--- src/rtl/led_latch_bank.sv ---
// led_latch_bank: WIDTH-bit LED/hit latch (register, sticky OR, timed hold, freeze); LED_in/load to LED_out in 1 clk, no backpressure.
// Optional blinking of expiring timed bits is built only when LED_LATCH_BLINK_EN is defined.
module led_latch_bank #(
  parameter int WIDTH        = 8,
  parameter int HOLD_W       = 16,
  parameter int BLINK_THRESH = 8,
  parameter int BLINK_DIV_W  = 4
) (
  input  logic              clk,
  input  logic              rst,
  input  logic [WIDTH-1:0]  LED_in,
  input  logic              load,
  input  logic [1:0]        mode,
  input  logic [WIDTH-1:0]  clr,
  input  logic [HOLD_W-1:0] hold_cycles,
  output logic [WIDTH-1:0]  LED_out,
  output logic [WIDTH-1:0]  expired
);

  localparam logic [1:0] MODE_REG    = 2'b00;
  localparam logic [1:0] MODE_STICKY = 2'b01;
  localparam logic [1:0] MODE_TIMED  = 2'b10;
  localparam logic [HOLD_W-1:0] TIMER_ONE = HOLD_W'(1);

  logic [WIDTH-1:0]  r_state;
  logic [WIDTH-1:0]  r_expired;
  logic [HOLD_W-1:0] r_timer [WIDTH];
  logic              w_timed_load;

  assign w_timed_load = load && (hold_cycles != '0);

  always_ff @(posedge clk or negedge rst) begin
    if (!rst) begin
      r_state   <= '0;
      r_expired <= '0;
      for (int i = 0; i < WIDTH; i++) begin
        r_timer[i] <= '0;
      end
    end else begin
      r_expired <= '0;
      for (int i = 0; i < WIDTH; i++) begin
        if (clr[i]) begin
          r_state[i] <= 1'b0;
          r_timer[i] <= '0;
        end else if (mode == MODE_TIMED) begin
          if (w_timed_load && LED_in[i]) begin
            r_state[i] <= 1'b1;
            r_timer[i] <= hold_cycles;
          end else if (r_state[i] && (r_timer[i] != '0)) begin
            // Bits lit with a zero timer (carried in from another mode) stay lit.
            if (r_timer[i] == TIMER_ONE) begin
              r_state[i]   <= 1'b0;
              r_timer[i]   <= '0;
              r_expired[i] <= 1'b1;
            end else begin
              r_timer[i] <= r_timer[i] - TIMER_ONE;
            end
          end
        end else begin
          // Timers only run in timed mode; any other mode drops them to zero.
          r_timer[i] <= '0;
          if (load && (mode == MODE_REG)) begin
            r_state[i] <= LED_in[i];
          end else if (load && (mode == MODE_STICKY)) begin
            r_state[i] <= r_state[i] | LED_in[i];
          end
        end
      end
    end
  end

  assign expired = r_expired;

`ifdef LED_LATCH_BLINK_EN
  logic [BLINK_DIV_W-1:0] r_blink_cnt;
  logic                   r_phase;
  logic [WIDTH-1:0]       w_led_out;

  always_ff @(posedge clk or negedge rst) begin
    if (!rst) begin
      r_blink_cnt <= '0;
      r_phase     <= 1'b0;
    end else begin
      r_blink_cnt <= r_blink_cnt + 1'b1;
      if (&r_blink_cnt) begin
        r_phase <= ~r_phase;
      end
    end
  end

  // Static lit bits (timer zero) are not counting down, so they stay steady.
  always_comb begin
    w_led_out = r_state;
    if (mode == MODE_TIMED) begin
      for (int i = 0; i < WIDTH; i++) begin
        if ((r_timer[i] != '0) && (r_timer[i] <= HOLD_W'(BLINK_THRESH))) begin
          w_led_out[i] = r_state[i] & r_phase;
        end
      end
    end
  end

  assign LED_out = w_led_out;
`else
  logic w_unused_blink_cfg;
  assign w_unused_blink_cfg = (BLINK_THRESH > 0) ^ (BLINK_DIV_W > 0);
  assign LED_out = r_state;
`endif

endmodule

--- config.mk ---
export PLATFORM = sky130hd
export DESIGN_NAME = led_latch_bank
export DESIGN_NICKNAME = d
export VERILOG_FILES = /design/src/rtl/led_latch_bank.sv
export SDC_FILE = /design/constraint.sdc
export NUM_CORES = 1
export LEC_CHECK = 0
export CAP_MARGIN = 20
export CORE_MARGIN = 2
export CORE_UTILIZATION = 66
export DETAILED_ROUTE_END_ITERATION = 7
export PLACE_DENSITY = 0.87
export SYNTH_ARGS = -nofsm -noshare
export SYNTH_HDL_FRONTEND = slang
export SYNTH_SLANG_ARGS = --single-unit
--- constraint.sdc ---
create_clock -name clk -period 5.9 [get_ports clk]
set_input_delay 0.59 -clock clk [delete_from_list [all_inputs] [get_ports clk]]
set_output_delay 0.59 -clock clk [all_outputs]
set_load 0.01 [all_outputs]
==> impl_metrics.env, run 1 <==
export IMPL_status="complete, no violations"
export IMPL_clock_sinks=144
export IMPL_port_buffers=52
export IMPL_overflow=0
export IMPL_areaGrowthSynthToFinish_pct=11.5
export IMPL_drt_total_wl_um=30000
export IMPL_p_total_mw=2.71
export IMPL_holdBufCountCts=0
export IMPL_grt_pass1_wl_um=48100
export IMPL_vdd_drop_max_uv=264
export IMPL_combPwrFrac_pct=17.9
export IMPL_htree_levels=4
export IMPL_synth_edf_count=0
export IMPL_die_w_um=125
export IMPL_syn_instance_count=1223
export IMPL_setup_viol=0
export IMPL_synth_yosys_seq_area_share_pct=37.4
export IMPL_p_int_mw=1.92
export IMPL_clock_path_buffers=2
export IMPL_seqPwrFrac_pct=38.7
export IMPL_post_route_period_util_pct=63.9
export IMPL_initial_utilization_pct=66.8
export IMPL_yosysWarnings=0
export IMPL_grt_start_max_net_pins=85
export IMPL_fin_crit_ns=3.77
export IMPL_synth_flop_cell="dfrtp_1"
export IMPL_cts_setup_buffers=0
export IMPL_r2r_setup_slack_ns=2.97
export IMPL_p_leak_nw=4.30
export IMPL_numCtsBuffers=17
export IMPL_wire_per_inst_um=21.0
export IMPL_slew_violations=0
export IMPL_maxCapViolCount=0
export IMPL_dp_cells=1397
export IMPL_slew_headroom_pct=31.7
export IMPL_fillCellCount=1110
export IMPL_finalSetupTns_ns=0
export IMPL_synth_area_per_cell_um2=7.88
export IMPL_synthArstFlopShare_pct=100
export IMPL_switching_power_mw=0.784
export IMPL_end_kind="flip-flop"
export IMPL_swShare_pct=29.0
export IMPL_fin_util_pct=74.5
export IMPL_layout_drive_gt1_share_pct=5.38
export IMPL_hp_class="in2async"
export IMPL_ys_ff_latch=144
export IMPL_fmax_mhz=265
export IMPL_cts_tree="built"
export IMPL_die_h_um=125
export IMPL_pwr_density_cell_nw_per_um2=252
export IMPL_drt_antenna_violating_nets=0
export IMPL_nets=1285
export IMPL_layout_cells_non_filler=1429
export IMPL_dp_hpwl_um=19600
export IMPL_drt_pass1_iterations=6
export IMPL_core_area_um2=14400
export IMPL_io_pins=53
export IMPL_vias_per_cell=7.17
export IMPL_worstSetupPathType="in2reg"
export IMPL_grt_pass1_vias=9346
export IMPL_syn_area_um2=9640
export IMPL_row_count=44
export IMPL_cts_root_buf="clkbuf_16"
export IMPL_critPathArrivalTime_ns=4.10
export IMPL_crit_start="hold_cycles[2]"
export IMPL_holdWs_ns=0.183
export IMPL_required_ns=6.23
export IMPL_diodes=0
export IMPL_fin_worst_skew_ns=0.00919
export IMPL_synth_nets=1276
export IMPL_dieArea_um2=15600
export IMPL_grt_setup_unrepaired="no"
export IMPL_finalWeightedCongestion=0.964
export IMPL_cts_resized=0
export IMPL_hold_viol=0
export IMPL_path_clk_slew_ns=0.06
export IMPL_drc=0
export IMPL_clk_latency_ns=0.44
export IMPL_antenna_found_initial=0
export IMPL_reg2reg_from="r_timer[1]$_DFFE_PN0P_"
export IMPL_p_clk_share_pct=43.5
export IMPL_worst_pin_slew_ns=1.02
export IMPL_first_iter_violations=1641
export IMPL_start_kind="primary input"
export IMPL_grt_usage_pct=38.4
export IMPL_synth_distinct_cells=73
export IMPL_critPathMaxFanout=26
export IMPL_vias=10247
[synth_stat cells, types with 4 or more instances]
cell type	count	share of area, %
and3_1	12	0.78
nand2_1	86	3.3
mux2i_1	4	0.42
o21ai_0	168	8.7
nand3_1	52	2.7
o311ai_0	4	0.36
ha_1	16	2.1
nor3b_1	4	0.31
inv_1	24	0.93
nand3b_1	6	0.47
o21a_1	5	0.39
o41ai_1	5	0.45
nor4b_1	6	0.55
or3_1	13	0.84
buf_6	9	1.1
a32oi_1	4	0.36
a21oi_1	134	7.0
nor2b_1	8	0.52
or4_1	19	1.5
o21ai_1	6	0.31
nand2b_1	21	1.4
and2_1	11	0.71
o31a_1	5	0.45
o31ai_1	12	0.93
clkbuf_1	43	1.7
nor3_1	72	3.7
or2_2	5	0.32
o211ai_1	14	1.1
o22ai_1	9	0.58
dfrtp_1	144	37
nand4b_1	4	0.36
buf_2	14	0.73
a22oi_1	6	0.47
and3_4	4	0.47
nor4_1	28	1.8
a221oi_1	5	0.45
nor2_1	116	4.5
a211oi_1	5	0.39
a31oi_1	41	2.7
xor2_1	8	0.73
nand4_1	18	1.2
a31o_2	4	0.36
[final timing paths]
path                                            end  depth (start not counted)
setup / recovery             LED_out[3]$_DFFE_PN0P_                          6
hold / removal             r_timer[111]$_DFFE_PN0P_                          1
setup reg to reg            r_timer[13]$_DFFE_PN0P_                          8
hold reg to reg             r_timer[94]$_DFFE_PN0P_                          2
max in group asynchronous   r_timer[51]$_DFFE_PN0P_                          2
min in group clk            r_timer[94]$_DFFE_PN0P_                          2
[layout by cell type, fill, tap and decap left out, types with 6 or more instances in the layout]
| cell | n |
|---|---|
| nor4_1 | 28 |
| nand2_1 | 86 |
| a22oi_1 | 6 |
| clkdlybuf4s50_1 | 51 |
| dfrtp_1 | 144 |
| o211ai_1 | 14 |
| nand3_1 | 52 |
| xor2_1 | 8 |
| a21oi_1 | 134 |
| ha_1 | 16 |
| buf_4 | 9 |
| nand4_1 | 18 |
| nor2_1 | 116 |
| nand3b_1 | 6 |
| o22ai_1 | 9 |
| or3_1 | 13 |
| nand2b_1 | 21 |
| o31ai_1 | 12 |
| clkbuf_16 | 17 |
| nor2b_1 | 8 |
| and3_1 | 12 |
| nor3_1 | 72 |
| nor4b_1 | 6 |
| a31oi_1 | 41 |
| and2_1 | 11 |
| o21ai_1 | 6 |
| o21ai_0 | 168 |
| inv_1 | 24 |
| or4_1 | 19 |
[stage by stage]
step	instance area (µm²)	setup slack, ns
2_1_floorplan	9640	3.19
3_3_place_gp	10100	1.87
3_5_place_dp	10100	1.79
4_1_cts	10700	2.24
5_1_grt	10700	1.91
6_report	10700	2.13
[metal layers]
metal / track usage (%) / routed length (µm)
met5: 0 / 0
met2: 56.7 / 13100
met1: 53.2 / 11800
met3: 9.54 / 3550
met4: 18.9 / 1580
[power groups by stage]
stage | Clock, mW | Sequential [mW] | Combinational (mW)
5_1_grt | 1.22 | 1.05 | 0.528
3_5_place_dp | 0 | 1.06 | 0.465
3_3_place_gp | 0 | 1.06 | 0.457
2_1_floorplan | 0 | 1.05 | 0.322
6_report | 1.18 | 1.05 | 0.484
4_1_cts | 1.18 | 1.04 | 0.469
[flip-flops by register name, indices dropped and copies added (netlist names)]
register,count
LED_out,8
expired,8
r_timer,128
[critical path, stage by stage]
cell and delay [ns]:
clkdlybuf4s50_1 0.76, or4_1 0.70, or4_1 0.83, nand3_1 0.72, a2111oi_0 0.24, a41o_1 0.25
[final cells by class]
cell class	instances	area [µm²]	area share (%)
multi-input combinational	984	5590	52.0
tap	184	230	2.14
sequential	144	3600	33.5
clock buffer	22	484	4.51
timing repair buffer	61	589	5.48
clock inverter	10	156	1.46
inverter	24	90.1	0.838
[logic make-up after synthesis]
| family | count (synthesis) | synth area share (%) |
|---|---|---|
| muxes | 4 | 0.415 |
| and+or+nand+nor | 501 | 27.1 |
| xor gates and xnor gates | 10 | 0.909 |
| DFF | 144 | 37.4 |
| buffers and inverters | 95 | 4.66 |
| adders and majority gates | 16 | 2.08 |
| AOI/OAI and AO/OA | 453 | 27.4 |
No activity file was read; power rests on OpenSTA's default activity.
==> run 2, diff against run 1 <==
Settings changed: CORE_UTILIZATION 66 to 61, PLACE_DENSITY 0.87 to 0.81.
Clock period 5.9 ns to 3.86 ns, I/O delays scaled along.
==> run 2 against run 1 <==
Compared with the run above:
- first-iteration DRC count shrank 27%
- critical path depth is the same
- power grew 48%
- utilization shrank 3.2 points
- global-route usage shrank 1.6 points
- clock power grew 40%
- hold slack lost 0.13 ns
- largest power group unchanged
- sequential share of layout area shrank 0.53 points
- die area grew 7.9%
==> impl_metrics.env, run 2 (same netlist as run 1, synthesis figures left out) <==
export IMPL_seq_area_um2=3600
export IMPL_nets=1310
export IMPL_wl_met2_um=13300
export IMPL_clk_latency_ns=0.44
export IMPL_antenna_found_initial=1
export IMPL_post_route_period_util_pct=79.8
export IMPL_vdd_drop_max_uv=354
export IMPL_p_leak_nw=4.38
export IMPL_grt_pass1_vias=9052
export IMPL_grt_setup_unrepaired="no"
export IMPL_start_kind="primary input"
export IMPL_slew_headroom_pct=26.3
export IMPL_path_clk_slew_ns=0.06
export IMPL_route_met3_wl_um=3630
export IMPL_vias_per_cell=6.89
export IMPL_finalSetupTns_ns=0
export IMPL_crit_slowest_cell="or4_1"
export IMPL_dp_hpwl_um=20000
export IMPL_numCtsBuffers=17
export IMPL_fin_util_pct=71.3
export IMPL_routed_top_layer="met4"
export IMPL_hp_class="in2async"
export IMPL_diodes=0
export IMPL_cts_root_buf="clkbuf_16"
export IMPL_port_buffers=52
export IMPL_critPathArrivalTime_ns=3.43
export IMPL_row_count=45
export IMPL_slew_violations=0
export IMPL_fin_worst_skew_ns=0.00718
export IMPL_mostFrequentLayoutCell="o21ai_0"
export IMPL_die_w_um=130
export IMPL_status="complete, no violations"
export IMPL_die_h_um=130
export IMPL_finish_instance_area_um2=10900
export IMPL_dieArea_um2=16800
export IMPL_critPathBufInv=1
export IMPL_required_ns=4.21
export IMPL_critPathMaxFanout=22
export IMPL_io_pins=53
export IMPL_worst_pin_slew_ns=1.10
export IMPL_core_area_um2=15300
export IMPL_first_iter_violations=1194
export IMPL_grt_pass1_wl_um=47900
export IMPL_layout_drive_gt1_share_pct=7.32
export IMPL_pwr_density_cell_nw_per_um2=367
export IMPL_worstSetupPathType="in2reg"
export IMPL_fillCellCount=1238
export IMPL_clock_path_buffers=2
export IMPL_reg2reg_from="r_timer[76]$_DFFE_PN0P_"
export IMPL_wl_met1_um=12100
export IMPL_largest_reg_flops=128
export IMPL_crit_family="simple AND/OR/NAND/NOR gates"
export IMPL_drc=0
export IMPL_grt_start_max_net_pins=97
export IMPL_max_stage_delay_ns=0.88
export IMPL_holdBufCountCts=0
export IMPL_layout_common_cells="o21ai_0, dfrtp_1, a21oi_1"
export IMPL_cts_resized=0
export IMPL_finalWeightedCongestion=0.970
export IMPL_maxCapViolCount=0
export IMPL_setup_viol=0
export IMPL_clock_sinks=144
export IMPL_drt_total_wl_um=30200
export IMPL_critical_path_cell_chain="clkdlybuf4s50_1 -> or4_4 -> or4_1 -> nand3_1 -> o21ai_0 -> a31oi_1"
export IMPL_crit_start="hold_cycles[14]"
export IMPL_initial_utilization_pct=62.9
export IMPL_end_kind="flip-flop"
export IMPL_fmax_mhz=325
export IMPL_drt_antenna_violating_nets=0
export IMPL_top_register="r_timer"
export IMPL_placed_area_um2=10300
export IMPL_areaGrowthSynthToFinish_pct=13.3
export IMPL_dp_cells=1449
export IMPL_multiInputGateArea_um2=5590
export IMPL_overflow=0
export IMPL_vias=10210
export IMPL_hold_viol=0
export IMPL_wire_per_inst_um=20.4
export IMPL_htree_levels=4
export IMPL_cts_tree="built"
export IMPL_fin_crit_ns=3.08
export IMPL_drt_pass1_iterations=8
export IMPL_layout_cells_non_filler=1481
export IMPL_cts_setup_buffers=0
export IMPL_grt_usage_pct=36.8
-- run 2: cell types whose count changed in the layout (fill, tap and decap cells not counted), moves of 2 or more --
cell | before | now
buf_4 | 9 | 33
bufinv_16 | 4 | 2
clkinvlp_4 | 1 | 7
clkbuf_8 | 4 | 1
-- run 2: layout make-up --
type / count / area share, %
Timing Repair Buffer: 86 / 7.23
Clock inverter: 14 / 1.29
Tap cell: 211 / 2.42
Sequential cell: 144 / 33.0
Multi-Input combinational cell: 984 / 51.2
Clock buffer: 18 / 4.02
Inverter: 24 / 0.825
-- run 2: final timing paths --
kind / endpoint / slack, ns / cells past startpoint
min in group clk: r_timer[94]$_DFFE_PN0P_ / 0.54 / 2
setup / recovery: r_timer[25]$_DFFE_PN0P_ / 0.78 / 6
hold / removal: r_timer[110]$_DFFE_PN0P_ / 0.05 / 1
setup reg to reg: r_timer[64]$_DFFE_PN0P_ / 1.09 / 7
hold reg to reg: r_timer[94]$_DFFE_PN0P_ / 0.54 / 2
max in group asynchronous: r_timer[124]$_DFFE_PN0P_ / 3.03 / 2
-- run 2: power by group --
part           internal (mW)  leakage, nW  total [mW]  switching, mW
combinational          0.269         2.12       0.761          0.492
clock                  0.963        0.266        1.65          0.690
sequential              1.54         1.99        1.60         0.0561
total                   2.77         4.38        4.01           1.24
-- run 2: per-stage QoR --
stage | total power, mW | hold WS [ns] | worst slack [ns]
3_3_place_gp | 2.35 | 0.524 | 0.454
5_1_grt | 4.16 | 0.131 | 0.631
4_1_cts | 4.00 | 0.0957 | 0.874
6_report | 4.01 | 0.0508 | 0.779
2_1_floorplan | 2.10 | 0.0904 | 1.28
3_5_place_dp | 2.36 | 0.530 | 0.425
-- run 2: layer usage --
layer / GRT usage [%] / vias to the layer above
li1: - / 4697
met1: 51.1 / 4776
met2: 56.3 / 641
met3: 9.51 / 96
met4: 12.8 / 0
met5: 0 / -
